File: config.mk
export PLATFORM = sky130hd
export DESIGN_NAME = pe_fp_sched
export DESIGN_NICKNAME = d
export VERILOG_FILES = /design/src/rtl/pe_fp_sched_pkg.sv /design/src/rtl/pe_fp_sched_lat_counter.sv /design/src/rtl/pe_fp_sched.sv
export SDC_FILE = /design/constraint.sdc
export NUM_CORES = 1
export LEC_CHECK = 0
export ABC_AREA = 0
export ABC_CLOCK_PERIOD_IN_PS = 4100
export CORE_MARGIN = 1.5
export CORE_UTILIZATION = 35
export CTS_BUF_LIST = sky130_fd_sc_hd__clkbuf_8
export CTS_CLUSTER_DIAMETER = 100
export DETAILED_ROUTE_END_ITERATION = 6
export SYNTH_ARGS = -nofsm -noshare
export SYNTH_HDL_FRONTEND = slang
export SYNTH_HIERARCHICAL = 1
export SYNTH_SLANG_ARGS = --single-unit
File: constraint.sdc
create_clock -name clk -period 4.1 [get_ports clk]
set_clock_uncertainty 0.05 [all_clocks]
set_input_delay 0.615 -clock clk [delete_from_list [all_inputs] [get_ports clk]]
set_output_delay 0.615 -clock clk [all_outputs]
set_load 0.05 [all_outputs]
File: src/rtl/pe_fp_sched_pkg.sv
// Shared types and helpers for the PE_FP sequencer: state encoding, default
// layer geometry and an address-width function.
package pe_sched_pkg;

    typedef enum logic [3:0] {
        S_IDLE,
        S_LOAD_W,
        S_WAIT_W,
        S_FETCH,
        S_WAIT_FM,
        S_FIRE,
        S_WAIT_PE,
        S_WRITE,
        S_DONE
    } state_t;

    localparam int OUT_H_DEF  = 16;
    localparam int OUT_W_DEF  = 16;
    localparam int N_FILT_DEF = 8;
    localparam int NPOS       = OUT_H_DEF * OUT_W_DEF;
    localparam int NOUT       = N_FILT_DEF * NPOS;

    // Never returns 0 so single-entry geometries still get a 1-bit address.
    function automatic int clog2(input int n);
        int r;
        r = 0;
        while ((1 << r) < n) r++;
        return (r < 1) ? 1 : r;
    endfunction

endpackage

File: src/rtl/pe_fp_sched_lat_counter.sv
// Load-and-count-down dwell counter; 'last' flags the final cycle of a wait
// whose length was loaded on the cycle before the wait began.
module lat_counter #(
    parameter int W = 2
) (
    input  logic         clk,
    input  logic         rst_n,
    input  logic         load,
    input  logic [W-1:0] load_val,
    output logic         last
);

    logic [W-1:0] cnt;

    always_ff @(posedge clk or negedge rst_n) begin
        if (!rst_n)          cnt <= '0;
        else if (load)       cnt <= load_val;
        else if (cnt != '0)  cnt <= cnt - 1'b1;
    end

    assign last = (cnt == W'(1));

endmodule

File: src/rtl/pe_fp_sched.sv
// Sequencer for one PE_FP datapath: per filter, load weights, then walk every
// pooled position through fetch -> PE fire -> output write, one in flight.
module pe_fp_sched
    import pe_sched_pkg::*;
#(
    parameter int OUT_H   = OUT_H_DEF,
    parameter int OUT_W   = OUT_W_DEF,
    parameter int N_FILT  = N_FILT_DEF,
    parameter int MEM_LAT = 1,
    parameter int PE_LAT  = 2,
    parameter int POS_W   = clog2(OUT_H * OUT_W),
    parameter int FILT_W  = clog2(N_FILT),
    parameter int OADDR_W = clog2(N_FILT * OUT_H * OUT_W)
) (
    input  logic               clk,
    input  logic               rst_n,
    input  logic               start,
    input  logic               abort,
    output logic               busy,
    output logic               done,
    output logic               wt_rd_en,
    output logic [FILT_W-1:0]  wt_rd_addr,
    output logic               wt_ld,
    output logic               fm_rd_en,
    output logic [POS_W-1:0]   fm_rd_addr,
    output logic               pe_in_en,
    input  logic               out_ready,
    output logic               out_wr_en,
    output logic [OADDR_W-1:0] out_wr_addr,
    output logic [FILT_W-1:0]  cur_filt
);

    localparam int NUM_POS = OUT_H * OUT_W;
    localparam int NUM_OUT = N_FILT * NUM_POS;
    localparam int MAX_LAT = (MEM_LAT > PE_LAT) ? MEM_LAT : PE_LAT;
    localparam int CNT_W   = clog2(MAX_LAT + 1);

    localparam logic [POS_W-1:0]   POS_LAST   = POS_W'(NUM_POS - 1);
    localparam logic [FILT_W-1:0]  FILT_LAST  = FILT_W'(N_FILT - 1);
    localparam logic [OADDR_W-1:0] OADDR_LAST = OADDR_W'(NUM_OUT - 1);

    state_t              state, nxt;
    logic [FILT_W-1:0]   filt;
    logic [POS_W-1:0]    pos;
    logic [OADDR_W-1:0]  oaddr;
    logic                cnt_load, cnt_last;
    logic [CNT_W-1:0]    cnt_val;

    // One counter serves all three waits; they never overlap.
    lat_counter #(.W(CNT_W)) u_lat (
        .clk      (clk),
        .rst_n    (rst_n),
        .load     (cnt_load),
        .load_val (cnt_val),
        .last     (cnt_last)
    );

    always_ff @(posedge clk or negedge rst_n) begin
        if (!rst_n) state <= S_IDLE;
        else        state <= nxt;
    end

    always_comb begin
        nxt      = state;
        cnt_load = 1'b0;
        cnt_val  = '0;
        case (state)
            S_IDLE:    if (start) nxt = S_LOAD_W;
            S_LOAD_W: begin
                nxt      = S_WAIT_W;
                cnt_load = 1'b1;
                cnt_val  = CNT_W'(MEM_LAT);
            end
            S_WAIT_W:  if (cnt_last) nxt = S_FETCH;
            S_FETCH: begin
                nxt      = (MEM_LAT == 1) ? S_FIRE : S_WAIT_FM;
                cnt_load = 1'b1;
                cnt_val  = CNT_W'(MEM_LAT - 1);
            end
            S_WAIT_FM: if (cnt_last) nxt = S_FIRE;
            S_FIRE: begin
                nxt      = (PE_LAT == 1) ? S_WRITE : S_WAIT_PE;
                cnt_load = 1'b1;
                cnt_val  = CNT_W'(PE_LAT - 1);
            end
            S_WAIT_PE: if (cnt_last) nxt = S_WRITE;
            S_WRITE: begin
                if (out_ready) begin
                    if (pos != POS_LAST)       nxt = S_FETCH;
                    else if (filt != FILT_LAST) nxt = S_LOAD_W;
                    else                        nxt = S_DONE;
                end
            end
            S_DONE:    nxt = S_IDLE;
            default:   nxt = S_IDLE;
        endcase
        if (abort) nxt = S_IDLE;
    end

    // Counters are cleared whenever the sequencer is, or is about to be, idle.
    always_ff @(posedge clk or negedge rst_n) begin
        if (!rst_n) begin
            filt  <= '0;
            pos   <= '0;
            oaddr <= '0;
        end else if (state == S_IDLE || nxt == S_IDLE) begin
            filt  <= '0;
            pos   <= '0;
            oaddr <= '0;
        end else if (state == S_WRITE && out_ready) begin
            oaddr <= (oaddr == OADDR_LAST) ? '0 : oaddr + 1'b1;
            if (pos == POS_LAST) begin
                pos  <= '0;
                filt <= (filt == FILT_LAST) ? '0 : filt + 1'b1;
            end else begin
                pos  <= pos + 1'b1;
            end
        end
    end

    assign busy        = (state != S_IDLE);
    assign done        = (state == S_DONE);
    assign wt_rd_en    = (state == S_LOAD_W);
    assign wt_ld       = (state == S_WAIT_W) && cnt_last;
    assign fm_rd_en    = (state == S_FETCH);
    assign pe_in_en    = (state == S_FIRE);
    assign out_wr_en   = (state == S_WRITE) && out_ready;
    assign wt_rd_addr  = filt;
    assign cur_filt    = filt;
    assign fm_rd_addr  = pos;
    assign out_wr_addr = oaddr;

endmodule

=== Word-level counts from Yosys, hierarchy flattened ===
Cells that the tools add are included.

* Register bits: 28
* Bits of input ports: 5
* Logic and storage cells: 59

* $add $sub $neg: 4
* Equality and inequality tests: 14
* Multiplexer cells: 23
* Reduce and logical (&&, ||, !) cells: 13

{| class="wikitable"
|+ Operators by type and width
! kind !! number
|-
| 11-bit two-way mux || 3
|-
| 4-bit two-way mux || 8
|-
| 4-bit case mux with 8 select lines || 1
|-
| 8-bit two-way mux || 3
|-
| 4-bit by 3-bit equality test with 1-bit output (second input constant) || 4
|-
| 3-bit two-way mux || 4
|-
| 11-bit by 1-bit adder with 11-bit output (second input constant) || 1
|-
| 11-bit equality test (second input constant) || 1
|-
| 8-bit by 1-bit adder with 8-bit output (second input constant) || 1
|-
| 4-bit by 2-bit equality test with 1-bit output (second input constant) || 2
|-
| 8-bit equality test (second input constant) || 1
|-
| 4-bit logical NOT || 2
|-
| 8-bit inequality test (second input constant) || 1
|-
| 2-bit nonzero test || 4
|-
| 4-bit by 1-bit equality test with 1-bit output (second input constant) || 1
|-
| 4-bit equality test (second input constant) || 1
|-
| 2-bit two-way mux || 2
|-
| 4-bit nonzero test || 1
|-
| 3-bit by 1-bit adder with 3-bit output (second input constant) || 1
|-
| 3-bit equality test (second input constant) || 1
|-
| 3-bit inequality test (second input constant) || 1
|-
| 3-bit OR reduction || 1
|-
| 2-bit by 1-bit equality test with 1-bit output (second input constant) || 1
|-
| 1-bit logical AND || 2
|-
| 5 further kinds || 6
|}

=== Depth between registers and ports, before layout ===
* Word-level depth: 10
* Depth in mapped cells: 7
* Gate-level depth less buffers: 6

=== Cells and area by module ===
The synthesis kept the hierarchy.

{| class="wikitable"
|+ Modules (own cells, without submodules)
! module !! times used !! cells an instance !! area an instance (sq um)
|-
| pe_fp_sched || 1 || 175 || 1624.1
|-
| lat_counter || 1 || 13 || 136.4
|}

=== Least setup slack after synthesis ===
OpenSTA, ideal clock, no wires.

* Kind: register to output
* Start: register state[1]
* End: output wt_rd_en
* Arrival: 1.740 ns
* Required time: 3.435 ns
* Setup slack: 1.695 ns
* Stages on the path, launching flop included: 4
* Buffers on the path: 1
* Cells stage by stage: dfrtp_1 buf_4 nand2b_1 nor3_1

* Cells in the longest elaborated chain, start to end: 1

{| class="wikitable"
|+ RTL lines
! element !! line !! RTL
|-
| start, declared || pe_fp_sched.sv:42 || <nowiki>state_t state, nxt;</nowiki>
|-
| start signal, assigned || pe_fp_sched.sv:60 || <nowiki>else state <= nxt;</nowiki>
|-
| 4-bit by 1-bit equality test with 1-bit output || pe_fp_sched.sv:123 || <nowiki>assign wt_rd_en = (state == S_LOAD_W);</nowiki>
|-
| end, declared || pe_fp_sched.sv:21 || <nowiki>output logic wt_rd_en,</nowiki>
|}

Every way passes these cells.

=== Worst setup path in the final report ===
* Start: register state[2]
* End: output out_wr_en

* Cells in the longest elaborated chain, start to end: 2

{| class="wikitable"
|+ RTL lines
! element !! line !! RTL
|-
| 4-bit by 3-bit equality test with 1-bit output || pe_fp_sched.sv:127 || <nowiki>assign out_wr_en = (state == S_WRITE) && out_ready;</nowiki>
|-
| 1-bit logical AND || pe_fp_sched.sv:127 ||
|-
| end, declared || pe_fp_sched.sv:28 || <nowiki>output logic out_wr_en,</nowiki>
|}

Every way passes these cells.

==> out/results.ini <==
[status]
status=completed

[worst_setup_path]
crit_fanout=13
worstSetupStartpoint=state[2]
regToRegSetupSlack_ns=2.09
critical_path_class=flop to output pin
r2r-end=out_wr_addr[6]
required_ns=3.43
r2r_start=state[2]
start_kind=flop
crit_arrival_ns=2.43
rr_worst_depth=4
end_kind=output pin
crit_path_end=out_wr_en

[global_route]
grt_pass1_vias=1335
grt_start_max_net_pins=29
met1_usage_pct=20.0
top_usage_layer=met2
use_met2_pct=24.3
gr-total-overflow=0
grt_pass1_wl_um=6250
grt_use_met3_pct=3.43
grt.total_usage_pct=14.8
antenna_found_initial=0

[synthesis]
yosysTopAreaCellShare_pct=39.8
yosys_warnings=6
ys_seq_elements=28
seq_area_frac_synth_pct=39.8
synth_common_cells=dfrtp_1, nand2_1, nor2_1
synth_area_um2=1760
synth-edff-count=0
async_flop_share_pct=100
yosysTopAreaCell=dfrtp_1
avgSynthCellArea_um2=9.36
syn-num-nets=199
synth.most_common_cell=dfrtp_1
synth_ff_type=dfrtp_1
yosys-top-cells-area=dfrtp_1, ha_1, xor2_1, nand2_1, o21ai_0
synth_cell_type_count=48
synthCells=188

[drt]
wl_per_cell_um=13.6
num_vias=1490
drt_first_pass_iters=5
wl_um=3860
viasPerCell=5.25
drc=0
ant_nets=0
dr.first_iter.drc_count=66

[clocking]
cts_setup_buffers=0
htreeDepth=1
cts_tree=done
clk_latency_ns=0.27
postCtsHoldBufs=0
clk_pin_slew_ns=0.10
clockBufferDepth=2
cts_resized=0
cts_buffers=3
cts_root_buf=clkbuf_8
cts_sinks=28

[floorplanning]
dieHeight_um=73.9
chipWidth_um=73.9
rows=25
core-area_um2=4790
initial_core_util_pct=36.8
die_area_um2=5460
num_io_pins=37

[flow_run]
drv_cap=0

[sta]
period_share_pct=75.5
final_hold_viol_count=0
finalSetupViolCount=0
finalCriticalPeriod_ns=3.10
finalMaxSlewViolations=0
maxSlewHeadroom_pct=52.3
setup_tns_ns=0
setup_ws_ns=1.00
rsz0062_at_grt=false
max_clock_freq_mhz=323
worst_pin_slew_ns=0.716

[finish]
fillers=465
syn_to_final_growth_pct=23.2
diodes=0
final_nets=229
drive_above_1_share_pct=9.22

[place]
io_buffers=36
place_hpwl_um=2860
pre_cts_ws_ns=1.05
gp_congestion=0.836

[power]
pwr_density_cell_nw_per_um2=301
ir_drop_v=0.000184
p_leak_uw=0.000867

[min_path]
hold_class=flop to flop

## power by group
| group | leakage, uW | internal, uW | switching [uW] |
|---|---|---|---|
| combinational | 0.000453 | 68.6 | 101 |
| clock | 0.0000288 | 86.0 | 86.7 |
| sequential | 0.000385 | 291 | 19.6 |
| total | 0.000867 | 446 | 207 |
## kinds of logic (layout without fill, tap and decap cells)
| logic type | count (synthesis) | in the layout | share of synthesized area [%] |
|---|---|---|---|
| fa+ha+maj | 6 | 6 | 4.26 |
| compound gates | 38 | 38 | 14.3 |
| mux | 1 | 1 | 0.569 |
| simple gates | 90 | 90 | 30.5 |
| flops | 28 | 28 | 39.8 |
| xor+xnor | 8 | 8 | 3.98 |
| buf+inv | 16 | 45 | 6.40 |
| other cells | 1 | 1 | 0.213 |
## critical path, cell delays in order, from the launching register on
cell             delay, ns
dfrtp_1               0.56
and4b_1               0.44
nand2_4               0.13
inv_1                 0.19
clkdlybuf4s50_1       0.84
## area by class of cell
type                    instances  area [um2]  area share (%)
inverters                       4        15.0           0.692
repair buffers                 37         368            17.0
well taps                      67        83.8            3.86
clock buffers                   4        55.1            2.54
flip-flops and latches         28         701            32.3
multi-input cells             144         947            43.7
## flip-flops by register name, summed over array words and instances (netlist names)
name	flops
fm_rd_addr	8
out_wr_addr	11
state	4
cur_filt	3
u_lat/cnt	2
## how the worst min path moves through the flow
stage | startpoint | cells past startpoint | to
2_1_floorplan | rst_n | 0 | cur_filt[0]
3_3_place_gp | out_wr_addr[7] | 2 | out_wr_addr[7]
3_5_place_dp | out_wr_addr[7] | 2 | out_wr_addr[7]
4_1_cts | out_wr_addr[7] | 2 | out_wr_addr[7]
5_1_grt | out_wr_addr[1] | 2 | out_wr_addr[1]
6_report | out_wr_addr[7] | 2 | out_wr_addr[7]
## per-layer routing
metal	vias to the layer above	wire length, um
met5	-	0
met4	0	21
met3	2	193
met2	44	1850
met1	707	1800
li1	737	-
## cell usage in the layout (no fill, tap or decap), types with 2 or more instances in the layout
cell,Yosys,routed
a211oi_1,3,3
a21oi_1,10,10
a31oi_1,3,3
and2_1,4,4
and3_1,2,2
and4_1,5,5
clkbuf_8,0,4
clkdlybuf4s50_1,0,36
dfrtp_1,28,28
ha_1,6,6
inv_1,4,4
nand2_1,16,16
nand2b_1,5,5
nand3_1,9,9
nand3b_1,3,3
nand4_1,8,8
nand4b_1,2,2
nor2_1,13,13
nor2b_1,2,2
nor3_1,3,3
o211ai_1,2,2
o21ai_0,11,11
o31ai_1,2,2
or2_2,3,3
or3_1,3,3
xor2_1,8,8
## through the flow
stage | hold WS (ns) | power (uW) | instance area (um2) | utilization [%] | cells
after floorplan | 0.269 | 449 | 1760 | - | 188
final | 0.531 | 653 | 2170 | 45.3 | 284
after CTS | 0.537 | 663 | 2170 | 45.3 | 284
after global placement | 0.508 | 485 | 2110 | 44.2 | 280
after detailed placement | 0.517 | 488 | 2110 | 44.2 | 280
after global routing | 0.574 | 692 | 2170 | 45.3 | 284
(Power assumes the default switching activity.)
